--- src/rtl/mmio_pkg.sv ---
`default_nettype none
// +------------------------------------------------------------------------+
// | Module  : mmio_pkg                                                     |
// | Purpose : Shared constants for the MMIO controller: the I/O region tag  |
// |           (top two address bits) and the register word offsets within  |
// |           that region.                                                 |
// | Ports   : none (package)                                               |
// | Rev     : 1.0 - initial release                                        |
// +------------------------------------------------------------------------+
package mmio_pkg;

  // Top two address bits that select the I/O region
  localparam logic [1:0] IO_TAG     = 2'b11;

  // Register word offsets, decoded from cpu_addr[3:0]
  localparam logic [3:0] OFF_OUT    = 4'd0;   // OUT[0..NUM_OUT-1], load
  localparam logic [3:0] OFF_SET    = 4'd4;   // OUT[0..NUM_OUT-1], OR-in alias
  localparam logic [3:0] OFF_IN     = 4'd8;   // debounced inputs, read-only
  localparam logic [3:0] OFF_STATUS = 4'd9;   // sticky rising edges, W1C
  localparam logic [3:0] OFF_ENABLE = 4'd10;  // interrupt enable mask

endpackage
`default_nettype wire

--- src/rtl/mmio_if.sv ---
`default_nettype none
// +------------------------------------------------------------------------+
// | Module  : mmio_if                                                      |
// | Purpose : CPU data port / BRAM port bundle seen by the MMIO controller. |
// | Ports   : cpu_addr, cpu_wdata, cpu_we  - CPU request                   |
// |           cpu_rdata                    - read data back to the CPU     |
// |           mem_q                        - BRAM read data (1-cycle lat.) |
// |           mem_we                       - gated BRAM write enable       |
// |           modport master: CPU/BRAM side, modport slave: controller     |
// | Rev     : 1.0 - initial release                                        |
// +------------------------------------------------------------------------+
interface mmio_if #(
  parameter int WIDTH      = 16,
  parameter int ADDR_WIDTH = 16
);

  logic [ADDR_WIDTH-1:0] cpu_addr;
  logic [WIDTH-1:0]      cpu_wdata;
  logic                  cpu_we;
  logic [WIDTH-1:0]      cpu_rdata;
  logic [WIDTH-1:0]      mem_q;
  logic                  mem_we;

  modport master (
    output cpu_addr, cpu_wdata, cpu_we, mem_q,
    input  cpu_rdata, mem_we
  );

  modport slave (
    input  cpu_addr, cpu_wdata, cpu_we, mem_q,
    output cpu_rdata, mem_we
  );

endinterface
`default_nettype wire

--- src/rtl/input_debounce.sv ---
`default_nettype none
// +------------------------------------------------------------------------+
// | Module  : input_debounce                                               |
// | Purpose : Two-flop synchronizer per input line followed by one shared  |
// |           stability counter. A change is accepted into 'stable' only   |
// |           after DEBOUNCE_CYCLES consecutive cycles of disagreement.    |
// | Ports   : clk, reset (sync, active-low)                                |
// |           switches - asynchronous input lines                          |
// |           stable   - debounced level                                   |
// |           rise     - bits about to go 0->1 at the next clock edge      |
// | Rev     : 1.0 - initial release                                        |
// +------------------------------------------------------------------------+
module input_debounce #(
  parameter int IN_WIDTH        = 8,
  parameter int DEBOUNCE_CYCLES = 16
) (
  input  wire logic                clk,
  input  wire logic                reset,
  input  wire logic [IN_WIDTH-1:0] switches,
  output logic      [IN_WIDTH-1:0] stable,
  output logic      [IN_WIDTH-1:0] rise
);

  localparam int CNT_W = $clog2(DEBOUNCE_CYCLES);
  localparam logic [CNT_W-1:0] C_CNT_MAX = CNT_W'(DEBOUNCE_CYCLES - 1);

  logic [IN_WIDTH-1:0] r_sync1;
  logic [IN_WIDTH-1:0] r_sync2;
  logic [IN_WIDTH-1:0] r_stable;
  logic [CNT_W-1:0]    r_cnt;

  logic                w_differs;
  logic                w_accept;
  logic [IN_WIDTH-1:0] w_stable_next;

  assign w_differs     = (r_sync2 != r_stable);
  assign w_accept      = w_differs && (r_cnt == C_CNT_MAX);
  assign w_stable_next = w_accept ? r_sync2 : r_stable;

  // rise looks one edge ahead so the sticky status register can capture
  // the edge on the same clock that updates the stable level.
  assign stable = r_stable;
  assign rise   = w_stable_next & ~r_stable;

  always_ff @(posedge clk) begin
    if (!reset) begin
      r_sync1  <= '0;
      r_sync2  <= '0;
      r_stable <= '0;
      r_cnt    <= '0;
    end else begin
      r_sync1  <= switches;
      r_sync2  <= r_sync1;
      r_stable <= w_stable_next;
      if (!w_differs || w_accept) begin
        r_cnt <= '0;
      end else if (r_cnt != C_CNT_MAX) begin
        // Never wraps: reaching the maximum always accepts and clears.
        r_cnt <= r_cnt + 1'b1;
      end
    end
  end

endmodule
`default_nettype wire

--- src/rtl/mmio_ctrl.sv ---
`default_nettype none
// +------------------------------------------------------------------------+
// | Module  : mmio_ctrl                                                    |
// | Purpose : Memory-mapped I/O controller between CPU data port and BRAM. |
// |           Addresses with the top two bits == 2'b11 hit the I/O region; |
// |           BRAM writes there are blocked. Holds NUM_OUT output regs,    |
// |           debounced inputs, sticky rising-edge status with enable mask |
// |           and a level interrupt. Read data for both sources arrives    |
// |           one cycle after the address.                                 |
// | Ports   : clk, reset (sync, active-low)                                |
// |           bus      - mmio_if.slave (CPU request, BRAM q/we, rdata)     |
// |           switches - asynchronous input lines                          |
// |           leds     - output registers, bank i at [i*OUT_WIDTH +: ..]   |
// |           irq      - registered |(STATUS & ENABLE)                     |
// | Rev     : 1.0 - initial release                                        |
// +------------------------------------------------------------------------+
module mmio_ctrl
  import mmio_pkg::*;
#(
  parameter int WIDTH           = 16,
  parameter int ADDR_WIDTH      = 16,
  parameter int NUM_OUT         = 2,
  parameter int OUT_WIDTH       = 8,
  parameter int IN_WIDTH        = 8,
  parameter int DEBOUNCE_CYCLES = 16
) (
  input  wire logic                         clk,
  input  wire logic                         reset,
  mmio_if.slave                             bus,
  input  wire logic [IN_WIDTH-1:0]          switches,
  output logic      [NUM_OUT*OUT_WIDTH-1:0] leds,
  output logic                              irq
);

  logic                 w_io_hit;
  logic [3:0]           w_off;
  logic                 w_io_we;
  logic [IN_WIDTH-1:0]  w_stable;
  logic [IN_WIDTH-1:0]  w_rise;
  logic [IN_WIDTH-1:0]  w_clr;
  logic [WIDTH-1:0]     w_io_data;
  logic                 w_unused;

  logic [OUT_WIDTH-1:0] r_out [NUM_OUT];
  logic [IN_WIDTH-1:0]  r_status;
  logic [IN_WIDTH-1:0]  r_enable;
  logic                 r_irq;
  logic                 r_sel_q;
  logic [WIDTH-1:0]     r_io_q;

  // Decode
  assign w_io_hit   = (bus.cpu_addr[ADDR_WIDTH-1 -: 2] == IO_TAG);
  assign w_off      = bus.cpu_addr[3:0];
  assign w_io_we    = bus.cpu_we & w_io_hit;
  assign bus.mem_we = bus.cpu_we & ~w_io_hit;

  // Middle address bits and upper data bits are intentionally ignored.
  assign w_unused = ^{bus.cpu_addr, bus.cpu_wdata};

  input_debounce #(
    .IN_WIDTH        (IN_WIDTH),
    .DEBOUNCE_CYCLES (DEBOUNCE_CYCLES)
  ) u_input_debounce (
    .clk      (clk),
    .reset    (reset),
    .switches (switches),
    .stable   (w_stable),
    .rise     (w_rise)
  );

  assign w_clr = (w_io_we && (w_off == OFF_STATUS)) ? bus.cpu_wdata[IN_WIDTH-1:0]
                                                    : '0;

  // Register file
  always_ff @(posedge clk) begin
    if (!reset) begin
      for (int i = 0; i < NUM_OUT; i++) begin
        r_out[i] <= '0;
      end
      r_status <= '0;
      r_enable <= '0;
      r_irq    <= 1'b0;
      r_sel_q  <= 1'b0;
      r_io_q   <= '0;
    end else begin
      for (int i = 0; i < NUM_OUT; i++) begin
        if (w_io_we && (w_off == (OFF_OUT + 4'(i)))) begin
          r_out[i] <= bus.cpu_wdata[OUT_WIDTH-1:0];
        end else if (w_io_we && (w_off == (OFF_SET + 4'(i)))) begin
          r_out[i] <= r_out[i] | bus.cpu_wdata[OUT_WIDTH-1:0];
        end
      end
      if (w_io_we && (w_off == OFF_ENABLE)) begin
        r_enable <= bus.cpu_wdata[IN_WIDTH-1:0];
      end
      // Clear first, then OR the new edges so a coincident edge survives.
      r_status <= (r_status & ~w_clr) | w_rise;
      r_irq    <= |(r_status & r_enable);
      // Read pipeline aligned with the BRAM's one-cycle latency; reading
      // STATUS during its own W1C returns the pre-write value.
      r_sel_q  <= w_io_hit;
      r_io_q   <= w_io_data;
    end
  end

  // I/O read mux
  always_comb begin
    w_io_data = '0;
    for (int i = 0; i < NUM_OUT; i++) begin
      if ((w_off == (OFF_OUT + 4'(i))) || (w_off == (OFF_SET + 4'(i)))) begin
        w_io_data[OUT_WIDTH-1:0] = r_out[i];
      end
    end
    if (w_off == OFF_IN) begin
      w_io_data[IN_WIDTH-1:0] = w_stable;
    end
    if (w_off == OFF_STATUS) begin
      w_io_data[IN_WIDTH-1:0] = r_status;
    end
    if (w_off == OFF_ENABLE) begin
      w_io_data[IN_WIDTH-1:0] = r_enable;
    end
  end

  assign bus.cpu_rdata = r_sel_q ? r_io_q : bus.mem_q;
  assign irq           = r_irq;

  generate
    for (genvar g = 0; g < NUM_OUT; g++) begin : g_leds
      assign leds[g*OUT_WIDTH +: OUT_WIDTH] = r_out[g];
    end
  endgenerate

endmodule
`default_nettype wire

--- src/flat_wrapper.sv ---
// flat-port wrapper written by rule: the top's interface ports become plain ports
module mmio_ctrl_flat import mmio_pkg::*;
#(
  parameter int WIDTH           = 16,
  parameter int ADDR_WIDTH      = 16,
  parameter int NUM_OUT         = 2,
  parameter int OUT_WIDTH       = 8,
  parameter int IN_WIDTH        = 8,
  parameter int DEBOUNCE_CYCLES = 16
)
  (clk, reset, switches, leds, irq, bus_cpu_addr, bus_cpu_wdata, bus_cpu_we, bus_mem_q, bus_cpu_rdata, bus_mem_we);
  mmio_if #(.WIDTH(WIDTH), .ADDR_WIDTH(ADDR_WIDTH)) bus_i ();
  input  wire logic clk;
  input  wire logic reset;
  input  wire logic [IN_WIDTH-1:0] switches;
  output logic      [NUM_OUT*OUT_WIDTH-1:0] leds;
  output logic irq;
  input wire logic [$bits(bus_i.cpu_addr)-1:0] bus_cpu_addr;
  input wire logic [$bits(bus_i.cpu_wdata)-1:0] bus_cpu_wdata;
  input wire logic [$bits(bus_i.cpu_we)-1:0] bus_cpu_we;
  input wire logic [$bits(bus_i.mem_q)-1:0] bus_mem_q;
  output wire logic [$bits(bus_i.cpu_rdata)-1:0] bus_cpu_rdata;
  output wire logic [$bits(bus_i.mem_we)-1:0] bus_mem_we;
  assign bus_i.cpu_addr = bus_cpu_addr;
  assign bus_i.cpu_wdata = bus_cpu_wdata;
  assign bus_i.cpu_we = bus_cpu_we;
  assign bus_i.mem_q = bus_mem_q;
  assign bus_cpu_rdata = bus_i.cpu_rdata;
  assign bus_mem_we = bus_i.mem_we;
  mmio_ctrl #(.WIDTH(WIDTH), .ADDR_WIDTH(ADDR_WIDTH), .NUM_OUT(NUM_OUT), .OUT_WIDTH(OUT_WIDTH), .IN_WIDTH(IN_WIDTH), .DEBOUNCE_CYCLES(DEBOUNCE_CYCLES)) u_core (.clk(clk), .reset(reset), .bus(bus_i), .switches(switches), .leds(leds), .irq(irq));
endmodule
--- config.mk ---
export PLATFORM = sky130hd
export DESIGN_NAME = mmio_ctrl_flat
export DESIGN_NICKNAME = d
export VERILOG_FILES = /design/src/rtl/mmio_pkg.sv /design/src/rtl/mmio_if.sv /design/src/rtl/input_debounce.sv /design/src/rtl/mmio_ctrl.sv /design/src/flat_wrapper.sv
export SDC_FILE = /design/constraint.sdc
export NUM_CORES = 1
export LEC_CHECK = 0
export BUFFER_PORTS_ARGS = -buffer_cell sky130_fd_sc_hd__buf_2
export CAP_MARGIN = 0
export CORE_MARGIN = 5
export CORE_UTILIZATION = 35
export CTS_BUF_LIST = sky130_fd_sc_hd__clkbuf_2
export CTS_CLUSTER_DIAMETER = 30
export DETAILED_ROUTE_END_ITERATION = 16
export GPL_ROUTABILITY_DRIVEN = 0
export PLACE_DENSITY = 0.63
export REMOVE_ABC_BUFFERS = 1
export SETUP_SLACK_MARGIN = 0.02
export SLEW_MARGIN = 20
export SYNTH_ARGS = -nofsm -noshare
export SYNTH_HDL_FRONTEND = slang
export SYNTH_SLANG_ARGS = --single-unit
--- constraint.sdc ---
create_clock -name clk -period 4.48 [get_ports clk]
set_input_delay 0.672 -clock clk [delete_from_list [all_inputs] [get_ports clk]]
set_output_delay 0.672 -clock clk [all_outputs]
set_load 0.02 [all_outputs]
==> flow_metrics.py <==
metrics = {
    "critical_path": {
        "crit_path_start_kind": "flop",
        "cp.required_ns": 3.81,
        "path_class": "reg2out",
        "path_cells": "mux2_2 > buf_2",
        "critical_path.top_delay_family": "flip-flops",
        "worstPathArrival_ns": 1.76,
        "critPathBufInv": 1,
        "endpoint_kind": "output pin",
        "reg2regPathDepth": 4,
        "r2r-start": "u_core.u_input_debounce.r_cnt[0]",
        "cp_slowest_cell": "dfxtp_1",
        "cp_max_fo": 16,
        "max_stage_delay_ns": 0.69,
        "r2r_end": "u_core.u_input_debounce.stable[7]",
        "reg2reg_slack_ns": 2.72,
    },
    "timing": {
        "fin_crit_ns": 2.433,
        "skew_ns": 0.02105,
        "relSlewSlack": 0.3456,
        "fin_ws_ns": 2.047,
        "rsz0062_at_grt": "false",
        "fmax_mhz": 411.1,
        "slew_violations": 0,
        "tns_ns": 0,
        "setup_viol": 0,
        "finalHoldViolations": 0,
        "tightest_slew_ns": 0.9796,
        "min_period_over_period": 0.5430,
    },
    "die": {
        "initial_utilization": 0.3584,
        "core_area_um2": 8678,
        "die_area_um2": 10870,
        "num_io_pins": 93,
        "die_h_um": 104.3,
        "num_rows": 34,
        "die_w_um": 104.3,
    },
    "drt": {
        "firstDrtPassIters": 4,
        "drc": 0,
        "drtIter0Drc": 164,
        "routed_wl_mm": 7.431,
        "ant_nets": 0,
        "wl_per_cell_um": 15.58,
        "via_per_inst": 5.147,
        "vias": 2455,
    },
    "placed_design": {
        "dp_hpwl_mm": 5.488,
        "io_buffer_count": 74,
        "place_ws_ns": 1.827,
    },
    "clock_network": {
        "clk-insertion-delay-late_ns": 0.53,
        "cts_inserted_buffers": 9,
        "cts_tree": "built",
        "cts.sinks": 70,
        "cts_setup_buffers": 0,
        "htree_levels": 3,
        "root_buffer": "clkbuf_2",
        "clock_path_buffers": 2,
        "post_cts_resized": 0,
        "ctsHoldBuffers": 0,
        "path_clk_slew_ns": 0.18,
    },
    "pwr": {
        "swShare": 0.2670,
        "p_int_uw": 853.3,
        "clockPowerShare": 0.297,
        "combPwrFrac": 0.120,
        "p_sw_uw": 310.9,
        "power_leakage_nw": 1.431,
        "ir_drop_mv": 0.1291,
        "seq_power_share": 0.583,
        "power.density_nw_per_um2": 317.9,
    },
    "global_route": {
        "grt_pass1_vias": 2411,
        "grt-ovfl-total": 0,
        "grt_use_met3": 0.04904,
        "track_usage": 0.1420,
        "antenna_found_initial": 0,
        "grt_use_met1": 0.1763,
        "use_met2": 0.2136,
        "grt_pass1_wl_mm": 12.28,
        "top_usage_layer": "met2",
        "grt_max_degree": 38,
    },
    "cells_and_area": {
        "drive_above_1_share": 0.3144,
        "most-common-layout-cells": "74 x buf_2, 54 x dfxtp_1, 25 x nor2_1, 24 x nand2_1, 24 x a21oi_1",
        "fillCellCount": 891,
        "final_common_cell": "buf_2",
        "fin_nets": 424,
        "diodes": 0,
        "area_growth_pct": 17.74,
    },
    "logic_synthesis": {
        "syn_inst": 292,
        "synth_seq_cells": 70,
        "seq_area_frac_synth": 0.5020,
        "synth_enable_flop_cells": 16,
        "async_flop_share": 0,
        "synth.avg_cell_area_um2": 10.65,
        "synth_area_um2": 3110,
        "synth_flop_cell": "dfxtp_1",
        "yosysUniqueCellTypes": 39,
        "ys_warn_count": 0,
    },
    "worst_hold_path": {
        "min_to": "u_core.u_input_debounce.r_sync1[7]",
        "holdCritPathClass": "in2reg",
        "min_from": "switches[7]",
        "min_path_cells": 2,
    },
    "status": {
        "outcome": "completed",
    },
    "flow_run": {
        "maxCapViolations": 0,
    },
}
## worst register-to-register path, delay by kind of cell, from the launching register on
kind	cells	cell delay, ns
DFF	1	0.39
adders and majority gates	1	0.20
muxes	1	0.27
AOI/OAI and AO/OA	1	0.49
and+or+nand+nor	1	0.38
## registers in the layout, indices dropped and copies added (netlist names)
signal and flops:
u_core.irq 1, u_core.r_enable 8, u_core.r_io_q 8, u_core.r_out 16, u_core.r_sel_q 1, u_core.r_status 8, u_core.u_input_debounce.r_cnt 4, u_core.u_input_debounce.r_sync1 8
u_core.u_input_debounce.r_sync2 8, u_core.u_input_debounce.stable 8
## metal layers
layer	wire length, µm	share of wire	up-vias
met2	3465	0.47	98
li1	-	-	1202
met1	3131	0.42	1139
met5	0	0	-
met3	624	0.084	16
met4	210	0.028	0
## power groups by stage
stage | Combinational (mW) | Clock, mW | Sequential (mW)
final | 0.140 | 0.345 | 0.679
after global routing | 0.153 | 0.395 | 0.682
after global placement | 0.140 | 0 | 0.692
after floorplan | 0.0669 | 0 | 0.701
after CTS | 0.142 | 0.361 | 0.679
after detailed placement | 0.141 | 0 | 0.693
## per-stage QoR
stage / std cells / cell area, µm² / power [mW] / util / hold WS (ns)
finish: 477 / 3662 / 1.164 / 0.4220 / 0.3316
global route: 477 / 3662 / 1.230 / 0.4220 / 0.2920
CTS: 477 / 3662 / 1.182 / 0.4220 / 0.2870
detailed placement: 461 / 3557 / 0.8340 / 0.4099 / 0.4190
global placement: 461 / 3557 / 0.8315 / 0.4099 / 0.4164
floorplan: 276 / 3029 / 0.7675 / - / 0.4118
## synth_stat cells (2+ instances only)
cell	n	area share
a32o_1	6	0.019
nor2b_1	9	0.018
buf_2	2	0.0032
and2_1	16	0.032
clkbuf_1	8	0.0097
nor2_1	25	0.030
edfxtp_1	16	0.15
mux2_2	16	0.058
nor4b_2	2	0.0097
a21boi_0	3	0.0072
nand2_1	24	0.029
xor2_1	8	0.023
buf_4	5	0.012
nor3b_1	8	0.019
and3_1	3	0.0060
and4bb_1	2	0.0080
nor4_4	3	0.021
o21a_1	2	0.0048
xnor2_1	2	0.0056
a21oi_1	24	0.039
dfxtp_1	54	0.35
mux2i_1	16	0.051
a22oi_1	20	0.048
nand3_1	3	0.0048
## kinds of logic (layout without fill, tap and decap cells)
logic type,count (synthesis),count (layout),synth area share
DFF,70,70,0.5020
buffers and inverters,17,94,0.02735
adders and majority gates,1,1,0.004022
and+or+nand+nor,100,100,0.1899
muxes,32,32,0.1094
AOI/OAI and AO/OA,62,62,0.1392
xor gates and xnor gates,10,10,0.02816
## worst max path at each step
| stage | slack [ns] | endpoint | startpoint | cells past startpoint |
|---|---|---|---|---|
| after floorplan | 2.23 | u_core.r_out[0][0] | bus_cpu_we | 2 |
| after global placement | 1.84 | u_core.r_enable[2] | bus_cpu_addr[0] | 5 |
| after detailed placement | 1.83 | u_core.r_enable[3] | bus_cpu_addr[0] | 5 |
| after CTS | 2.00 | bus_cpu_rdata[6] | u_core.r_sel_q | 2 |
| after global routing | 1.93 | bus_cpu_rdata[6] | u_core.r_sel_q | 2 |
| final | 2.05 | bus_cpu_rdata[4] | u_core.r_sel_q | 2 |
## area by class of cell
class                           instances  area, µm²  share of cell area
Sequential cell                        70       1562              0.4264
Multi-Input combinational cell        205       1464              0.3997
Timing Repair Buffer                   77      392.9              0.1073
Inverter                                1      3.754            0.001025
Clock inverter                          5      50.05             0.01367
Tap cell                              108      135.1             0.03690
Clock buffer                           11      55.05             0.01503
(Power assumes the default switching activity.)
